$ cat src/rtl/rv_fetch_pkg.sv
// Shared types and constants for the instruction fetch queue: default width,
// the canonical NOP encoding and the {pc, word} prefetch entry.
package rv_fetch_pkg;

    localparam int DEFAULT_XLEN = 32;
    localparam logic [DEFAULT_XLEN-1:0] NOP_INSTR = 32'h0000_0013;

    typedef struct packed {
        logic [DEFAULT_XLEN-1:0] pc;
        logic [DEFAULT_XLEN-1:0] word;
    } fetch_entry_t;

    localparam int ENTRY_W = $bits(fetch_entry_t);

    // Instructions are word aligned, so the low two PC bits are always dropped.
    function automatic logic [DEFAULT_XLEN-1:0] align_pc(input logic [DEFAULT_XLEN-1:0] pc);
        return pc & {{(DEFAULT_XLEN-2){1'b1}}, 2'b00};
    endfunction

endpackage

$ cat src/rtl/ifq_fifo.sv
// Circular prefetch buffer of {pc, word} entries with read/write pointers,
// occupancy count and a single-cycle flush.
module ifq_fifo
    import rv_fetch_pkg::*;
#(
    parameter int DEPTH = 4,
    localparam int PW   = $clog2(DEPTH),
    localparam int CW   = PW + 1
) (
    input  logic               clk,
    input  logic               rst,
    input  logic               flush,
    input  logic               wr,
    input  logic [ENTRY_W-1:0] wr_data,
    input  logic               rd,
    output logic [ENTRY_W-1:0] rd_data,
    output logic [CW-1:0]      count,
    output logic               empty
);

    logic [ENTRY_W-1:0] mem [DEPTH];
    logic [PW-1:0]      wr_ptr;
    logic [PW-1:0]      rd_ptr;

    // Pointers and occupancy; flush wins over any same-cycle read or write.
    always_ff @(posedge clk or posedge rst) begin
        if (rst) begin
            wr_ptr <= {PW{1'b0}};
            rd_ptr <= {PW{1'b0}};
            count  <= {CW{1'b0}};
        end else if (flush) begin
            wr_ptr <= {PW{1'b0}};
            rd_ptr <= {PW{1'b0}};
            count  <= {CW{1'b0}};
        end else begin
            if (wr) begin
                wr_ptr <= wr_ptr + PW'(1);
            end
            if (rd) begin
                rd_ptr <= rd_ptr + PW'(1);
            end
            count <= count + CW'(wr) - CW'(rd);
        end
    end

    // Entry storage needs no reset: count gates every read.
    always_ff @(posedge clk) begin
        if (wr && !flush) begin
            mem[wr_ptr] <= wr_data;
        end
    end

    assign rd_data = mem[rd_ptr];
    assign empty   = (count == {CW{1'b0}});

    ifq_fifo_chk #(
        .DEPTH (DEPTH),
        .CW    (CW)
    ) u_chk (
        .clk   (clk),
        .rst   (rst),
        .flush (flush),
        .wr    (wr),
        .rd    (rd),
        .count (count)
    );

endmodule

$ cat src/rtl/ifq_fifo_chk.sv
// Simulation checker for the prefetch buffer: the fetch credit rule must make
// overflow and underflow impossible.
module ifq_fifo_chk #(
    parameter int DEPTH = 4,
    parameter int CW    = 3
) (
    input logic          clk,
    input logic          rst,
    input logic          flush,
    input logic          wr,
    input logic          rd,
    input logic [CW-1:0] count
);

    property p_no_overflow;
        @(posedge clk) disable iff (rst) !(wr && !rd && !flush && (count == CW'(DEPTH)));
    endproperty

    property p_no_underflow;
        @(posedge clk) disable iff (rst) !(rd && (count == {CW{1'b0}}));
    endproperty

    a_no_overflow:  assert property (p_no_overflow);
    a_no_underflow: assert property (p_no_underflow);

endmodule

$ cat src/rtl/instr_fetch_queue.sv
// Self-sequencing instruction fetch front end: PC, one-deep memory request
// tracking with squash, prefetch queue and redirect. Optional IFQ_BYPASS_EN.
module instr_fetch_queue
    import rv_fetch_pkg::*;
#(
    parameter int              XLEN     = DEFAULT_XLEN,
    parameter int              DEPTH    = 4,
    parameter int              IMEM_AW  = 8,
    parameter logic [XLEN-1:0] RESET_PC = 32'h0000_0000
) (
    input  logic               clk,
    input  logic               rst,
    output logic               imem_req,
    output logic [IMEM_AW-1:0] imem_addr,
    input  logic [XLEN-1:0]    imem_rdata,
    input  logic               redirect_valid,
    input  logic [XLEN-1:0]    redirect_pc,
    output logic               instr_valid,
    output logic [XLEN-1:0]    instr_word,
    output logic [XLEN-1:0]    instr_pc,
    input  logic               instr_ready
);

    localparam int CW = $clog2(DEPTH) + 1;

    logic [XLEN-1:0] pc_r;
    logic [XLEN-1:0] ret_pc_r;
    logic            req_r;
    logic            inflight_r;
    logic            squash_r;

    logic [CW-1:0]   q_count;
    logic [CW-1:0]   count_next;
    logic [CW:0]     credit_sum;
    logic            credit_ok;
    logic            q_empty;
    logic            ret_ok;
    logic            bypass;
    logic            pop;
    logic            q_rd;
    logic            q_wr;
    fetch_entry_t    head;
    fetch_entry_t    ret_entry;

    assign imem_req  = req_r;
    assign imem_addr = pc_r[IMEM_AW+1:2];
    assign ret_ok    = inflight_r & ~squash_r;
    assign ret_entry = '{pc: ret_pc_r, word: imem_rdata};

`ifdef IFQ_BYPASS_EN
    assign bypass = q_empty & ret_ok;
`else
    assign bypass = 1'b0;
`endif

    // Head presentation: a bypassed return beats the (empty) queue.
    always_comb begin
        instr_valid = 1'b0;
        instr_word  = NOP_INSTR;
        instr_pc    = {XLEN{1'b0}};
        if (bypass) begin
            instr_valid = 1'b1;
            instr_word  = imem_rdata;
            instr_pc    = ret_pc_r;
        end else if (!q_empty) begin
            instr_valid = 1'b1;
            instr_word  = head.word;
            instr_pc    = head.pc;
        end else begin
            instr_valid = 1'b0;
        end
    end

    assign pop  = instr_valid & instr_ready;
    assign q_rd = pop & ~q_empty;
    assign q_wr = ret_ok & ~redirect_valid & ~(bypass & instr_ready);

    // Occupancy after this edge, used to decide next cycle's request.
    always_comb begin
        count_next = {CW{1'b0}};
        if (redirect_valid) begin
            count_next = {CW{1'b0}};
        end else begin
            count_next = q_count + CW'(q_wr) - CW'(q_rd);
        end
    end

    // Credit: queued words plus the one returning next cycle must leave a slot.
    assign credit_sum = {1'b0, count_next} + (CW+1)'(req_r & ~redirect_valid);
    assign credit_ok  = (credit_sum < (CW+1)'(DEPTH));

    // PC sequencing, request strobe and outstanding-return tracking.
    always_ff @(posedge clk or posedge rst) begin
        if (rst) begin
            pc_r       <= RESET_PC;
            req_r      <= 1'b0;
            inflight_r <= 1'b0;
            squash_r   <= 1'b0;
            ret_pc_r   <= {XLEN{1'b0}};
        end else begin
            req_r      <= credit_ok;
            inflight_r <= req_r;
            squash_r   <= req_r & redirect_valid;
            if (req_r) begin
                ret_pc_r <= pc_r;
            end
            if (redirect_valid) begin
                pc_r <= align_pc(redirect_pc);
            end else if (req_r) begin
                pc_r <= pc_r + XLEN'(4);
            end
        end
    end

    ifq_fifo #(
        .DEPTH (DEPTH)
    ) u_fifo (
        .clk     (clk),
        .rst     (rst),
        .flush   (redirect_valid),
        .wr      (q_wr),
        .wr_data (ret_entry),
        .rd      (q_rd),
        .rd_data (head),
        .count   (q_count),
        .empty   (q_empty)
    );

endmodule

$ cat config.mk
export PLATFORM = sky130hd
export DESIGN_NAME = instr_fetch_queue
export DESIGN_NICKNAME = d
export VERILOG_FILES = /design/src/rtl/rv_fetch_pkg.sv /design/src/rtl/ifq_fifo.sv /design/src/rtl/ifq_fifo_chk.sv /design/src/rtl/instr_fetch_queue.sv
export SDC_FILE = /design/constraint.sdc
export NUM_CORES = 1
export LEC_CHECK = 0
export BUFFER_PORTS_ARGS = -buffer_cell sky130_fd_sc_hd__buf_2
export CORE_ASPECT_RATIO = 1.75
export CORE_MARGIN = 4
export CORE_UTILIZATION = 63
export DETAILED_ROUTE_END_ITERATION = 10
export PLACE_DENSITY = 0.9
export SLEW_MARGIN = 20
export SYNTH_ARGS = -nofsm -noshare
export SYNTH_HDL_FRONTEND = slang
export SYNTH_SLANG_ARGS = --single-unit
$ cat constraint.sdc
create_clock -name clk -period 8 [get_ports clk]
set_clock_uncertainty 0.2 [all_clocks]
set_input_delay 0 -clock clk [delete_from_list [all_inputs] [get_ports clk]]
set_output_delay 0 -clock clk [all_outputs]
set_load 0.01 [all_outputs]
# ---- Word-level counts from Yosys, hierarchy flattened
# Memories as Yosys holds them, arrays and structs flattened.
# Cells that the tools add are included.
dict set report classes {
  addsub 6
  n_lt_le_gt_ge 1
  n_mux 12
  n_bitwise 10
  reduce_logical 6
}
# cell count
set op_table {}
lappend op_table {{$mux 32} 4}
lappend op_table {{$add 32x3->32 const B} 1}
lappend op_table {{$mux 2} 4}
lappend op_table {{$reduce_bool 2->1} 3}
lappend op_table {{$and 1x1->1} 5}
lappend op_table {{$add 2x1->2 const B} 2}
lappend op_table {{$add 3x4->4} 1}
lappend op_table {{$and 1x4->4} 1}
lappend op_table {{$lt 4x3->1 const B} 1}
lappend op_table {{$not 1->4} 1}
lappend op_table {{$add 3x1->3} 1}
lappend op_table {{$logic_not 3->1} 1}
lappend op_table {{$mux 1} 3}
lappend op_table {{$mux 3} 1}
lappend op_table {{$not 1->1} 3}
lappend op_table {{$sub 3x1->3} 1}
lappend op_table {{$logic_and 1x1->1} 1}
lappend op_table {{$logic_not 1->1} 1}
dict set report word_totals {
  register_bits 74
  ram_bits 256
  input_bits 68
  output_inout_bits 74
  wordCells 44
  mem_count 1
}
# name words width rd rd_ports_with_merged_regs wr line_no
set mem_list {}
lappend mem_list {u_fifo.mem 4 64 1 0 1 ifq_fifo.sv:21} ;# logic [ENTRY_W-1:0] mem [DEPTH];

# ---- Depth between registers and ports, before layout
dict set report logic_depth {
  word_depth 8
  ltp_mapped 10
  mapped_depth_nobuf 10
}

# ---- Hierarchy
# From an unflattened synthesis, not the netlist that was laid out.
dict set report hier_totals {
  hier_cells 733
  hier_area_um2 13181.4
}
# module instances cells_each area_per_inst_um2 seq_area_each_um2
set by_module_without_submodules {}
lappend by_module_without_submodules {ifq_fifo 1 374 9696.8 7862.5}
lappend by_module_without_submodules {instr_fetch_queue 1 359 3484.6 1576.5}

# ---- Worst setup path after synthesis
# No wires, ideal clock.
dict set report synth_path {
  path_type {reg-to-reg}
  from {register squash_r}
  to {memory u_fifo.mem[0][0] in the netlist's numbering, enable pin}
  arrival_time_ns 2.208
  path_slack_ns 5.166
  path_stages_with_launch 4
  synth_period_minus_slack_ns 2.834
  path_cell_list {dfrtp_1 nand2b_1 nor2_1 and2_1}
}
dict set report synth_between {
  elab_chain_cells 6
}
# item line_no
set synth_rtl {}
lappend synth_rtl {{start: declaration} instr_fetch_queue.sv:30} ;# logic squash_r;
lappend synth_rtl {{start signal: assignment} instr_fetch_queue.sv:103} ;# squash_r <= req_r & redirect_valid;
lappend synth_rtl {{$not 1->1} instr_fetch_queue.sv:47} ;# assign ret_ok = inflight_r & ~squash_r;
lappend synth_rtl {{$and 1x1->1} instr_fetch_queue.sv:47}
lappend synth_rtl {{$and 1x1->1} instr_fetch_queue.sv:76} ;# assign q_wr = ret_ok & ~redirect_valid & ~(bypass & instr_ready);
lappend synth_rtl {{$logic_and 1x1->1} ifq_fifo.sv:48} ;# if (wr && !flush) begin
lappend synth_rtl {{$mux 1} ifq_fifo.sv:48}
lappend synth_rtl {{$mux 1 (implied by the code)} ifq_fifo.sv:49} ;# mem[wr_ptr] <= wr_data;
lappend synth_rtl {{end: declaration} ifq_fifo.sv:21}
# Every way passes these cells.

# ---- Worst setup path in the final report
dict set report layout_path {
  from {register u_fifo.rd_ptr[0]}
  to {output instr_word[4]}
}
dict set report layout_between {
  elab_chain_cells 2
}
# item line_no
set layout_rtl {}
lappend layout_rtl {{start: declaration} ifq_fifo.sv:23} ;# logic [PW-1:0] rd_ptr;
lappend layout_rtl {{start signal: assignment} ifq_fifo.sv:29} ;# rd_ptr <= {PW{1'b0}};
lappend layout_rtl {{start signal: assignment} ifq_fifo.sv:33} ;# rd_ptr <= {PW{1'b0}};
lappend layout_rtl {{start signal: assignment} ifq_fifo.sv:40} ;# rd_ptr <= rd_ptr + PW'(1);
lappend layout_rtl {{$mem_v2 4x64} n/a}
lappend layout_rtl {{$mux 32} instr_fetch_queue.sv:65} ;# end else if (!q_empty) begin
lappend layout_rtl {{end: declaration} instr_fetch_queue.sv:19} ;# output logic [XLEN-1:0] instr_word,
# Every way passes these cells.

==> results.sh <==
export IMPL_max_vdd_ir_drop_v=0.000235
export IMPL_later_pin_clock_latency_in_the_skew_report_ps=520
export IMPL_worstSetupEndpointType="output pin"
export IMPL_fp_dieArea_mm2=0.0227
export IMPL_syn_to_final_growth_pct=19.9
export IMPL_cts_inserted_buffers=25
export IMPL_first_global_vias=7513
export IMPL_yosys_area_top_type="edfxtp_1"
export IMPL_final_setup_worst_slack_ps=4780
export IMPL_crit_start="u_fifo.rd_ptr[0]"
export IMPL_synth_top_area_frac=0.583
export IMPL_worst_setup_hold_path_clk_slew_ps=70
export IMPL_final_cell_count_no_fill=1202
export IMPL_yosys_most_used_dff="edfxtp_1"
export IMPL_cp_data_required_time_ps=7800
export IMPL_initial_core_util=0.644
export IMPL_cts_resized_gates=0
export IMPL_synth_edff_count=248
export IMPL_worst_r2r_cell_count=6
export IMPL_max_clock_buf_depth=3
export IMPL_gr_total_overflow=0
export IMPL_cp_arrival_ps=3020
export IMPL_worst_setup_path_start_kind="flop"
export IMPL_drtPass1Iterations=5
export IMPL_final_max_slew_violation_count=0
export IMPL_cts_htree_levels=1
export IMPL_peak_fanout_along_the_critical_path=50
export IMPL_outcome="finished clean"
export IMPL_hpwlAfterDp_mm=14.5
export IMPL_avg_synthesized_cell_area_um2=17.9
export IMPL_final_hold_violation_count=0
export IMPL_design_final_nets=1013
export IMPL_grt_first_pass_wirelength_mm=41.6
export IMPL_criticalPathCategory="reg -> out"
export IMPL_worst_slack_at_placement_ps=5050
export IMPL_synth_sequential_area_ratio=0.721
export IMPL_post_synth_inst_count=714
export IMPL_maxClockFrequency_ghz=0.311
export IMPL_clkSinkCount=318
export IMPL_drive_gt1_frac=0.298
export IMPL_grt_start_max_net_pins=71
export IMPL_fin_setup_tns_ps=0
export IMPL_routed_wirelength_mm=26.3
export IMPL_post_route_min_period_ps=3220
export IMPL_routedWlPerCell_um=21.9
export IMPL_critical_path_reg2reg_endpoint="pc_r[14]"
export IMPL_finalWeightedCongestion=0.758
export IMPL_max_cap_viol_count=0
export IMPL_cts_root_buffer="clkbuf_16"
export IMPL_critical_path_max_stage_delay_ps=800
export IMPL_final_core_util=0.772
export IMPL_cellPowerDensity_mw_per_mm2=307
export IMPL_synth_area_mm2=0.0128
export IMPL_dieWidth_um=116
export IMPL_dp_cells=1060
export IMPL_synth_distinct_cells=41
export IMPL_grt_antenna_before_repair=1
export IMPL_syn_warnings=0
export IMPL_detailroute_via_count=7217
export IMPL_final_setup_viol_count=0
export IMPL_synth_top_cells_by_count="edfxtp_1 (248), dfrtp_1 (70), and2_1 (65), mux4_2 (62), mux2_2 (30)"
export IMPL_layout_area_seq_mm2=0.00920
export IMPL_grt_usage=0.236
export IMPL_ioPinCount=142
export IMPL_core_mm2=0.0198
export IMPL_min_period_over_period=0.403
export IMPL_tritoncts="done"
export IMPL_drtAntennaViolNets=0
export IMPL_postSynth_asyncResetShare=0.220
export IMPL_p_leak_uw=0.00548
export IMPL_timing_worst_slew_pin_value_ps=976
export IMPL_dr_first_iter_drc_count=574
export IMPL_ys_top_cells_by_area="edfxtp_1 (58%), dfrtp_1 (14%), mux4_2 (11%), and2_1 (3.2%), mux2_2 (2.6%)"
export IMPL_worstReg2RegStart="imem_req"
export IMPL_fin_total_pwr_uw=4700
export IMPL_fp_row_count=68
export IMPL_worstHoldPathType="in -> reg"
export IMPL_portBuffers=137
export IMPL_die_y_um=196
export IMPL_drc=0
export IMPL_rsz0062_at_grt="no"
export IMPL_multi_input_area_mm2=0.00329
export IMPL_critPathCapture="instr_word[4]"
export IMPL_timing_max_slew_rel_slack=0.349
export IMPL_ff2ff_setup_slack_ps=5030
export IMPL_detail_route_vias_per_cell=6.00
export IMPL_crit_chain="buf_4 -> mux4_2 -> or2_2 -> buf_2"
export IMPL_synth_seq_cells=318
export IMPL_worst_path_max_delay_cell="buf_4"
export IMPL_dominant_cell_by_count_in_the_synthesized_netlist="edfxtp_1"
export IMPL_n_fill_cell=1056
sequential cells by signal (all words and copies together), names as in the netlist:
| register | flops |
|---|---|
| u_fifo.mem | 248 |
| u_fifo.count | 3 |
| imem_req | 1 |
| u_fifo.rd_ptr | 2 |
| ret_pc_r | 30 |
| inflight_r | 1 |
| u_fifo.wr_ptr | 2 |
| pc_r | 30 |
| squash_r | 1 |
kinds of logic (layout without fill, tap and decap cells):
group                      after synthesis  count (layout)  synth area share
AOI/OAI and AO/OA                       44              44            0.0214
xor gates and xnor gates                17              17            0.0117
adders and majority gates                8               8           0.00843
buffers and inverters                   59             300            0.0227
DFF                                    318             318             0.721
muxes                                   94              94             0.137
other                                    1               3          0.000294
and+or+nand+nor                        173             173            0.0776
cell type report:
cell class                 instances  area share
multi-input combinational        338       0.215
inverter                          13     0.00319
clock buffer                      28      0.0416
sequential                       318       0.601
antenna                            1    0.000163
clock inverter                    18     0.00785
tap                              245      0.0200
timing repair buffer             241       0.111
worst min path at each step:
stage | startpoint | end | slack [ps] | cells past startpoint
floorplan | imem_rdata[0] | u_fifo.mem[0][0] | -100 | 0
global placement | imem_rdata[30] | u_fifo.mem[2][30] | 10 | 1
detailed placement | redirect_pc[4] | pc_r[4] | 10 | 3
CTS | imem_rdata[7] | u_fifo.mem[0][7] | 2 | 2
global route | redirect_pc[15] | pc_r[15] | 10 | 3
finish | redirect_pc[15] | pc_r[15] | 30 | 3
routing by layer:
metal / vias up / GRT usage / share of wire
met4: 0 / 0.0766 / 0.029
met5: - / 0 / 0
met2: 263 / 0.403 / 0.54
met3: 56 / 0.0293 / 0.047
li1: 3200 / - / -
met1: 3698 / 0.318 / 0.38
what timing repair did:
action / 4_1_cts / 5_1_grt
endpoints found under the hold margin: 237 / 0
setup buffers: 0 / 0
hold buffers: 95 / 0
worst max-delay path: cells and delay by family (launching register included):
kind,cells,cell delay (ps)
buffers and inverters,2,940
DFF,1,610
muxes,1,610
and+or+nand+nor,1,290
placed cells by master (no fill, tap or decap), drive strengths merged, types with 2 or more instances in the layout:
master       count
edfxtp         248
buf            146
dlygate4sd3     95
dfrtp           70
and2            65
mux4            62
mux2            30
nand2           28
clkbuf          28
nor2            19
nand3           17
o21ai           16
or4             15
clkinv          15
xnor2           13
inv             13
a31oi           11
o31ai            8
ha               7
nand4            7
nor3             5
o211ai           5
xor2             4
nor4             4
nor2b            3
or2              3
and4             3
mux2i            2
a21oi            2
conb             2
clkinvlp         2
per-stage QoR:
step / hold WS [ps] / instance area [um2]
6_report: 27.0 / 15300
5_1_grt: 12.5 / 15300
4_1_cts: 2.07 / 15300
3_5_place_dp: 13.9 / 13600
3_3_place_gp: 10.5 / 13600
2_1_floorplan: -101 / 12800
power breakdown:
part           total (uW)  internal, uW  leakage [uW]  switching, uW
sequential           2280          2100       0.00308            175
clock                1160           609      0.000365            555
combinational        1260           619       0.00204            643
Note: power is estimated with default switching activity, not from simulation.
